[src/rtl/nibble_serial_adder_pkg.sv]
// nibble_serial_adder_pkg
//   Shared definitions for the nibble-serial adder: FSM state encoding and
//   the datapath nibble width used by the sequencer and full_adder4.
package nibble_serial_adder_pkg;

  localparam int NIBBLE_W = 4;

  localparam logic [1:0] ST_IDLE = 2'd0;
  localparam logic [1:0] ST_RUN  = 2'd1;
  localparam logic [1:0] ST_DONE = 2'd2;

  typedef enum logic [1:0] {
    S_IDLE = ST_IDLE,
    S_RUN  = ST_RUN,
    S_DONE = ST_DONE
  } state_e;

endpackage

[src/rtl/nibble_serial_adder_full_adder4.sv]
// full_adder4
//   Combinational 4-bit ripple adder, the per-nibble datapath of the
//   nibble-serial adder.
//   a_i, b_i : nibble operands
//   c_i      : carry-in
//   s_o      : sum nibble
//   c_o      : carry-out
module full_adder4
  import nibble_serial_adder_pkg::*;
(
  input  logic [NIBBLE_W-1:0] a_i,
  input  logic [NIBBLE_W-1:0] b_i,
  input  logic                c_i,
  output logic [NIBBLE_W-1:0] s_o,
  output logic                c_o
);

  assign {c_o, s_o} = {1'b0, a_i} + {1'b0, b_i} + {{NIBBLE_W{1'b0}}, c_i};

endmodule

[src/rtl/nibble_serial_adder.sv]
// nibble_serial_adder
//   Adds two WIDTH-bit unsigned operands plus carry-in, one nibble per clock,
//   through a single full_adder4. start/busy/done handshake; result held
//   until the next accepted start.
//   clk, rst_n        : clock (rising edge), async active-low reset
//   start             : request, sampled in IDLE or DONE only
//   a, b, c_in        : operands, captured when start is accepted
//   busy              : high while the nibbles are being processed
//   done              : one-cycle pulse, sum/c_out valid
//   sum, c_out        : result {c_out,sum} = a + b + c_in
//   ovf               : signed overflow, only with NIBBLE_SERIAL_ADDER_OVF_EN
// Optional feature macro: NIBBLE_SERIAL_ADDER_OVF_EN
module nibble_serial_adder
  import nibble_serial_adder_pkg::*;
#(
  parameter int WIDTH = 16
) (
  input  logic             clk,
  input  logic             rst_n,
  input  logic             start,
  input  logic [WIDTH-1:0] a,
  input  logic [WIDTH-1:0] b,
  input  logic             c_in,
  output logic             busy,
  output logic             done,
  output logic [WIDTH-1:0] sum,
  output logic             c_out
`ifdef NIBBLE_SERIAL_ADDER_OVF_EN
  ,
  output logic             ovf
`endif
);

  localparam int NIB   = WIDTH / NIBBLE_W;
  localparam int IDX_W = (NIB > 1) ? $clog2(NIB) : 1;
  localparam logic [IDX_W-1:0] IDX_LAST = IDX_W'(NIB - 1);

  if ((WIDTH % NIBBLE_W) != 0 || WIDTH < NIBBLE_W) begin : g_bad_width
    $error("nibble_serial_adder: WIDTH must be a multiple of 4 and >= 4");
  end

  state_e               state_q;
  logic [WIDTH-1:0]     a_sh_q, b_sh_q, sum_sh_q, sum_q;
  logic [WIDTH-1:0]     sum_sh_d;
  logic                 carry_q, busy_q, done_q, cout_q;
  logic [IDX_W-1:0]     idx_q;
  logic [NIBBLE_W-1:0]  fa_s;
  logic                 fa_c;
`ifdef NIBBLE_SERIAL_ADDER_OVF_EN
  logic                 a_msb_q, b_msb_q, ovf_q;
`endif

  full_adder4 u_fa (
    .a_i (a_sh_q[NIBBLE_W-1:0]),
    .b_i (b_sh_q[NIBBLE_W-1:0]),
    .c_i (carry_q),
    .s_o (fa_s),
    .c_o (fa_c)
  );

  // New sum nibble enters at the MSB end, so after NIB steps the first
  // (least significant) nibble has walked down to bits [3:0].
  if (NIB == 1) begin : g_one
    assign sum_sh_d = fa_s;
  end else begin : g_multi
    assign sum_sh_d = {fa_s, sum_sh_q[WIDTH-1:NIBBLE_W]};
  end

  always_ff @(posedge clk or negedge rst_n) begin
    if (!rst_n) begin
      state_q  <= S_IDLE;
      a_sh_q   <= '0;
      b_sh_q   <= '0;
      sum_sh_q <= '0;
      sum_q    <= '0;
      carry_q  <= 1'b0;
      busy_q   <= 1'b0;
      done_q   <= 1'b0;
      cout_q   <= 1'b0;
      idx_q    <= '0;
`ifdef NIBBLE_SERIAL_ADDER_OVF_EN
      a_msb_q  <= 1'b0;
      b_msb_q  <= 1'b0;
      ovf_q    <= 1'b0;
`endif
    end else begin
      done_q <= 1'b0;
      case (state_q)
        // DONE accepts start exactly like IDLE for back-to-back operation.
        S_IDLE, S_DONE: begin
          if (start) begin
            a_sh_q  <= a;
            b_sh_q  <= b;
            carry_q <= c_in;
            idx_q   <= '0;
            busy_q  <= 1'b1;
            state_q <= S_RUN;
`ifdef NIBBLE_SERIAL_ADDER_OVF_EN
            a_msb_q <= a[WIDTH-1];
            b_msb_q <= b[WIDTH-1];
`endif
          end else begin
            state_q <= S_IDLE;
          end
        end
        S_RUN: begin
          a_sh_q   <= a_sh_q >> NIBBLE_W;
          b_sh_q   <= b_sh_q >> NIBBLE_W;
          carry_q  <= fa_c;
          sum_sh_q <= sum_sh_d;
          idx_q    <= idx_q + 1'b1;
          if (idx_q == IDX_LAST) begin
            state_q <= S_DONE;
            busy_q  <= 1'b0;
            done_q  <= 1'b1;
            sum_q   <= sum_sh_d;
            cout_q  <= fa_c;
`ifdef NIBBLE_SERIAL_ADDER_OVF_EN
            // fa_s[MSB] is the result MSB on the final nibble.
            ovf_q   <= (a_msb_q == b_msb_q) && (fa_s[NIBBLE_W-1] != a_msb_q);
`endif
          end
        end
        default: state_q <= S_IDLE;
      endcase
    end
  end

  assign busy  = busy_q;
  assign done  = done_q;
  assign sum   = sum_q;
  assign c_out = cout_q;
`ifdef NIBBLE_SERIAL_ADDER_OVF_EN
  assign ovf   = ovf_q;
`endif

endmodule

[config.mk]
export PLATFORM = sky130hd
export DESIGN_NAME = nibble_serial_adder
export DESIGN_NICKNAME = d
export VERILOG_FILES = /design/src/rtl/nibble_serial_adder_pkg.sv /design/src/rtl/nibble_serial_adder_full_adder4.sv /design/src/rtl/nibble_serial_adder.sv
export SDC_FILE = /design/constraint.sdc
export NUM_CORES = 1
export LEC_CHECK = 0
export BUFFER_PORTS_ARGS = -buffer_cell sky130_fd_sc_hd__buf_2
export CORE_MARGIN = 2
export CORE_UTILIZATION = 56
export CTS_BUF_LIST = sky130_fd_sc_hd__clkbuf_4 sky130_fd_sc_hd__clkbuf_8
export CTS_CLUSTER_DIAMETER = 150
export DETAILED_ROUTE_END_ITERATION = 8
export GPL_ROUTABILITY_DRIVEN = 0
export PLACE_DENSITY = 0.78
export SETUP_SLACK_MARGIN = 0.3
export SYNTH_ARGS = -nofsm -noshare
export SYNTH_HDL_FRONTEND = slang
export SYNTH_SLANG_ARGS = --single-unit
[constraint.sdc]
create_clock -name clk -period 2.4 [get_ports clk]
set_clock_uncertainty 0.1 [all_clocks]
set_input_delay 0.36 -clock clk [delete_from_list [all_inputs] [get_ports clk]]
set_output_delay 0.36 -clock clk [all_outputs]
set_load 0.02 [all_outputs]
; Word level (Yosys, flattened, before mapping)
; Index checks and enable logic that the tools add are counted.
[word_totals]
reg_bits = 72
out_inout_bits = 19
word_cells = 40
[classes]
add_sub_neg = 3
eq_ne = 5
n_mux = 16
n_reduce_logical = 6
[ops]
columns = cell, n
row1 = one-hot mux 16 bit (2 select lines), 2
row2 = two-way mux 16 bit, 2
row3 = one-hot mux 2 bit (2 select lines), 2
row4 = two-way mux 1 bit, 6
row5 = adder 4 x 4 -> 5 bit, 1
row6 = adder 5 x 1 -> 5 bit, 1
row7 = == test 2 bit (second input constant), 2
row8 = two-way mux 2 bit, 2
row9 = != test 2 bit (second input constant), 2
row10 = one-hot mux 1 bit (2 select lines), 2
row11 = AND reduction 2 bit, 2
row12 = AND reduction 3 bit, 1
row13 = adder 2 x 1 -> 2 bit (second input constant), 1
row14 = == test 2 x 1 -> 1 bit (second input constant), 1
row15 = logical NOT 2 bit, 1
row16 = nonzero test 2 bit, 1
row17 = OR reduction 2 bit, 1

; Longest topological paths before layout
[logic_depth]
word_depth = 4
ltp_mapped = 7
ltp_nobuf = 7

; Hierarchy
; From an unflattened synthesis, not the netlist that was laid out.
[hier_totals]
cells_unflattened = 238
hier_area_um2 = 3330.7
[modules_own_cells]
columns = module, n_inst, cells_per_inst, area_per_inst_um2, seq_area_each_um2
row1 = nibble_serial_adder, 1, 222, 3186.8, 1701.6
row2 = full_adder4, 1, 16, 143.9, 0.0

; Worst setup path after synthesis
; No wires, ideal clock.
[synth_timing]
kind = register to register
start = reg a_sh_q[0]
end = reg carry_q
setup_ns = 0.133
t_arrival_ns = 1.481
path_slack_ns = 0.686
path_stages_with_launch = 8
synth_period_minus_slack_ns = 1.714
cell_sequence = dfrtp_1 -> fa_1 -> inv_1 -> fa_1 -> inv_1 -> a21o_1 -> a21oi_1 -> o21ai_0
[synth_via]
elab_chain_cells = 3
[synth_rtl]
columns = element, line_no
row1 = start: declaration, nibble_serial_adder.sv:43  ; logic [WIDTH-1:0] a_sh_q, b_sh_q, sum_sh_q, sum_q;
row2 = start signal: assignment, nibble_serial_adder.sv:107  ; a_sh_q <= a_sh_q >> NIBBLE_W;
row3 = adder 4 x 4 -> 5 bit, nibble_serial_adder_full_adder4.sv:18  ; assign {c_o, s_o} = {1'b0, a_i} + {1'b0, b_i} + {{NIBBLE_W{1'b0}}, c_i};
row4 = adder 5 x 1 -> 5 bit, nibble_serial_adder_full_adder4.sv:18
row5 = one-hot mux 1 bit (2 select lines), nibble_serial_adder.sv:88  ; case (state_q)
row6 = end signal: assignment, nibble_serial_adder.sv:94  ; carry_q <= c_in;
row7 = end: declaration, nibble_serial_adder.sv:45  ; logic carry_q, busy_q, done_q, cout_q;
; Every way passes these cells.
; A chain may end at the register's enable or synchronous reset.

; Worst setup path in the final report
[layout_timing]
start = reg state_q[0]
end = reg sum_q[2] (netlist: sum[2])
[layout_via]
elab_chain_cells = 2
[layout_rtl]
columns = element, line_no
row1 = start: declaration, nibble_serial_adder.sv:42  ; state_e state_q;
row2 = start signal: assignment, nibble_serial_adder.sv:71  ; state_q <= S_IDLE;
row3 = start signal: assignment, nibble_serial_adder.sv:97  ; state_q <= S_RUN;
row4 = start signal: assignment, nibble_serial_adder.sv:103  ; state_q <= S_IDLE;
row5 = == test 2 x 1 -> 1 bit, nibble_serial_adder.sv:88
row6 = AND reduction 2 bit (no source line), n/a
row7 = end signal: assignment, nibble_serial_adder.sv:116  ; sum_q <= sum_sh_d;
row8 = end: declaration, nibble_serial_adder.sv:43
; Every way passes these cells.

==> impl_metrics.toml <==
[final_layout]
post-route-cell-area_mm2 = 0.003316
nets = 343
drive_gt1_frac = 0.2712
n_antenna_cell = 0
final_core_util = 0.6974
area_growth_pct = 19.58
final_cell_mix = "nand2_1 (79), dfrtp_1 (68), buf_2 (54), a22oi_1 (23)"
nFillCells = 382
final_common_cell = "nand2_1"
fin_cells = 373

[synthesis]
syn_inst = 246
syn-cell-area_mm2 = 0.002773
ys_types = 26
async_flop_share = 1.000
synth-seq-cells = 68
synth.top_cell.area_share = 0.6137
yosysTopAreaCell = "dfrtp_1"
synth_edf_count = 0
ys.flop_type = "dfrtp_1"
synth_warnings = 0
avgSynthCellArea_um2 = 11.27
synthTopCellsByArea = "dfrtp_1 (61%), nand2_1 (11%), a22oi_1 (6.2%), mux2_1 (3.7%), a22o_1 (2.8%)"
syn-num-nets = 288
ys_seq_area_frac = 0.6137

[global_route]
grt_pass1_vias = 2000
grt_max_degree = 38
grt_pass1_wl_um = 9045
antenna_found_initial = 0
grt_usage = 0.2151
grt-ovfl-total = 0

[timing]
fin_crit_sh = 0.7785
worstMarginPinSlew_ns = 0.7638
setup_tns_ns = 0
hold_viol = 0
slew_headroom = 0.4896
timing.final.crit_period_ns = 1.868
worst_slack_ns = 0.5315
drv_slew = 0
fmax_mhz = 535.2
setup_viol = 0
rsz0062_at_grt = "false"

[power]
clkPwrFrac = 0.230
power_frac_seq = 0.402
p_leak_nw = 1.735
p_comb_frac = 0.368
p_sw_mw = 1.827
powerDensity_mw_per_mm2 = 1470
irDropWorstVdd_mv = 0.7519
internal_power_mw = 3.048
p_sw_frac = 0.3748

[placed_design]
placedCellCount = 356
dpl.hpwl_um = 3453
dp_worst_setup_slack_ns = 0.5399
placed_area_mm2 = 0.003067
io_buffers = 54

[worst_hold_path]
min-delay-start = "b[8]"
hold_path_depth = 3
hold_end = "b_sh_q[8]$_DFFE_PN0P_"
holdCritPathClass = "in2reg"

[die]
rows = 25
die_y_um = 74.37
core-area_mm2 = 0.004755
io-pin-count = 55
dieArea_mm2 = 0.005530
floorplan.initialDensity = 0.5832
die_w_um = 74.37

[critical_path]
r2r_start = "state_q[0]$_DFFE_PN0N_"
cp-end-kind = "flop"
reg2reg_slack_ns = 0.53
cp_max_fo = 13
startpoint_type = "flop"
cp_data_required_time_ns = 2.52
r2r_end = "sum[2]$_DFFE_PN0P_"
crit_type = "reg2reg"
ff2ff_path_depth = 4
critical_path_arrival_ns = 1.99

[clocking]
tritoncts = "built"
clk-insertion-delay-late_ns = 0.34
cts_inserted_buffers = 9
postCtsSetupBuffers = 0
cts_buffer_depth = 2
htreeDepth = 3
cts.sinks = 68
clk_pin_slew_ns = 0.07
cts_root_buffer = "clkbuf_8"

[flow_run]
maxCapViolCount = 0

[detailed_routing]
first_pass_iters = 4
drt_iter0_drc = 114
wl_per_cell_um = 14.04
via_count = 1964
viasPerCell = 5.265
antenna_left = 0
drcViolationCount = 0
routed_wl_um = 5238

[run_status]
outcome = "finished, final reports clean"
==> power groups by stage <==
stage               Sequential [mW]  Combinational [mW]  Clock [mW]
finish                         1.96                1.79        1.12
global route                   2.03                2.05        1.17
global placement               1.96                1.73           0
detailed placement             1.99                1.80           0
CTS                            1.97                1.82        1.14
floorplan                      2.09                1.23           0
==> layout make-up <==
type / instances / area (µm²) / area share
Clock buffer: 9 / 123.9 / 0.03736
Tap cell: 67 / 83.83 / 0.02528
Sequential cell: 68 / 1702 / 0.5132
Inverter: 6 / 22.52 / 0.006792
Timing Repair Buffer: 59 / 310.3 / 0.09359
Clock inverter: 7 / 115.1 / 0.03472
Multi-Input combinational cell: 157 / 958.4 / 0.2891
==> cells by family after synthesis <==
group / synth area share
AO/OA/AOI/OAI: 0.1259
XOR/XNOR: 0.006319
adder cells (fa/ha/maj): 0.03249
buffers and inverters: 0.04061
flip-flops: 0.6137
multiplexers: 0.05280
AND/OR/NAND/NOR: 0.1282
==> layer usage <==
| metal | vias up | global-route usage | wire length, µm |
|---|---|---|---|
| met5 | - | 0 | 0 |
| met4 | 0 | 0.08929 | 105 |
| met3 | 11 | 0.04472 | 281 |
| met2 | 62 | 0.3461 | 2462 |
| met1 | 947 | 0.2862 | 2388 |
| li1 | 944 | - | - |
==> worst max-delay path by stage <==
stage | depth (start not counted) | startpoint | slack, ns | end
after global routing | 4 | state_q[0]$_DFFE_PN0N_ | 0.39 | sum[2]$_DFFE_PN0P_
after floorplan | 7 | a_sh_q[0]$_DFFE_PN0P_ | 0.69 | carry_q$_DFFE_PN0P_
final | 4 | state_q[0]$_DFFE_PN0N_ | 0.53 | sum[2]$_DFFE_PN0P_
after global placement | 4 | state_q[0]$_DFFE_PN0N_ | 0.57 | sum[2]$_DFFE_PN0P_
after detailed placement | 4 | state_q[0]$_DFFE_PN0N_ | 0.54 | sum[1]$_DFFE_PN0P_
after CTS | 4 | state_q[0]$_DFFE_PN0N_ | 0.52 | sum[2]$_DFFE_PN0P_
==> synth_stat cells, types with 4 or more instances <==
library cell / n
nand2_1: 79
mux2_1: 9
mux2_2: 4
buf_2: 9
o21ai_0: 9
ha_1: 4
inv_1: 5
a22oi_1: 23
buf_4: 4
dfrtp_1: 68
a22o_1: 9
==> through the flow <==
stage / power, mW / hold WS [ns]
floorplan: 3.320 / -0.03559
global placement: 3.692 / 0.2185
detailed placement: 3.782 / 0.2307
CTS: 4.924 / 0.1187
global route: 5.254 / 0.1330
finish: 4.875 / 0.1321
==> flip-flops by register name, indices dropped and copies added, names as in the netlist <==
name	count
a_sh_q	16
b_sh_q	16
busy	1
c_out	1
carry_q	1
done	1
idx_q	2
state_q	2
sum	16
sum_sh_q	12
==> worst max-delay path, cell delays in order (launching register included) <==
cell and delay, ns:
dfrtp_1 0.38, nor2b_2 0.38, nand2_2 0.25, inv_2 0.27, mux2_2 0.37
==> what timing repair did <==
action,4_1_cts,5_1_grt
hold buffers,1,0
hold endpoints to repair,17,0
resized for setup,0,0
Power figures use the tool's default switching activity.
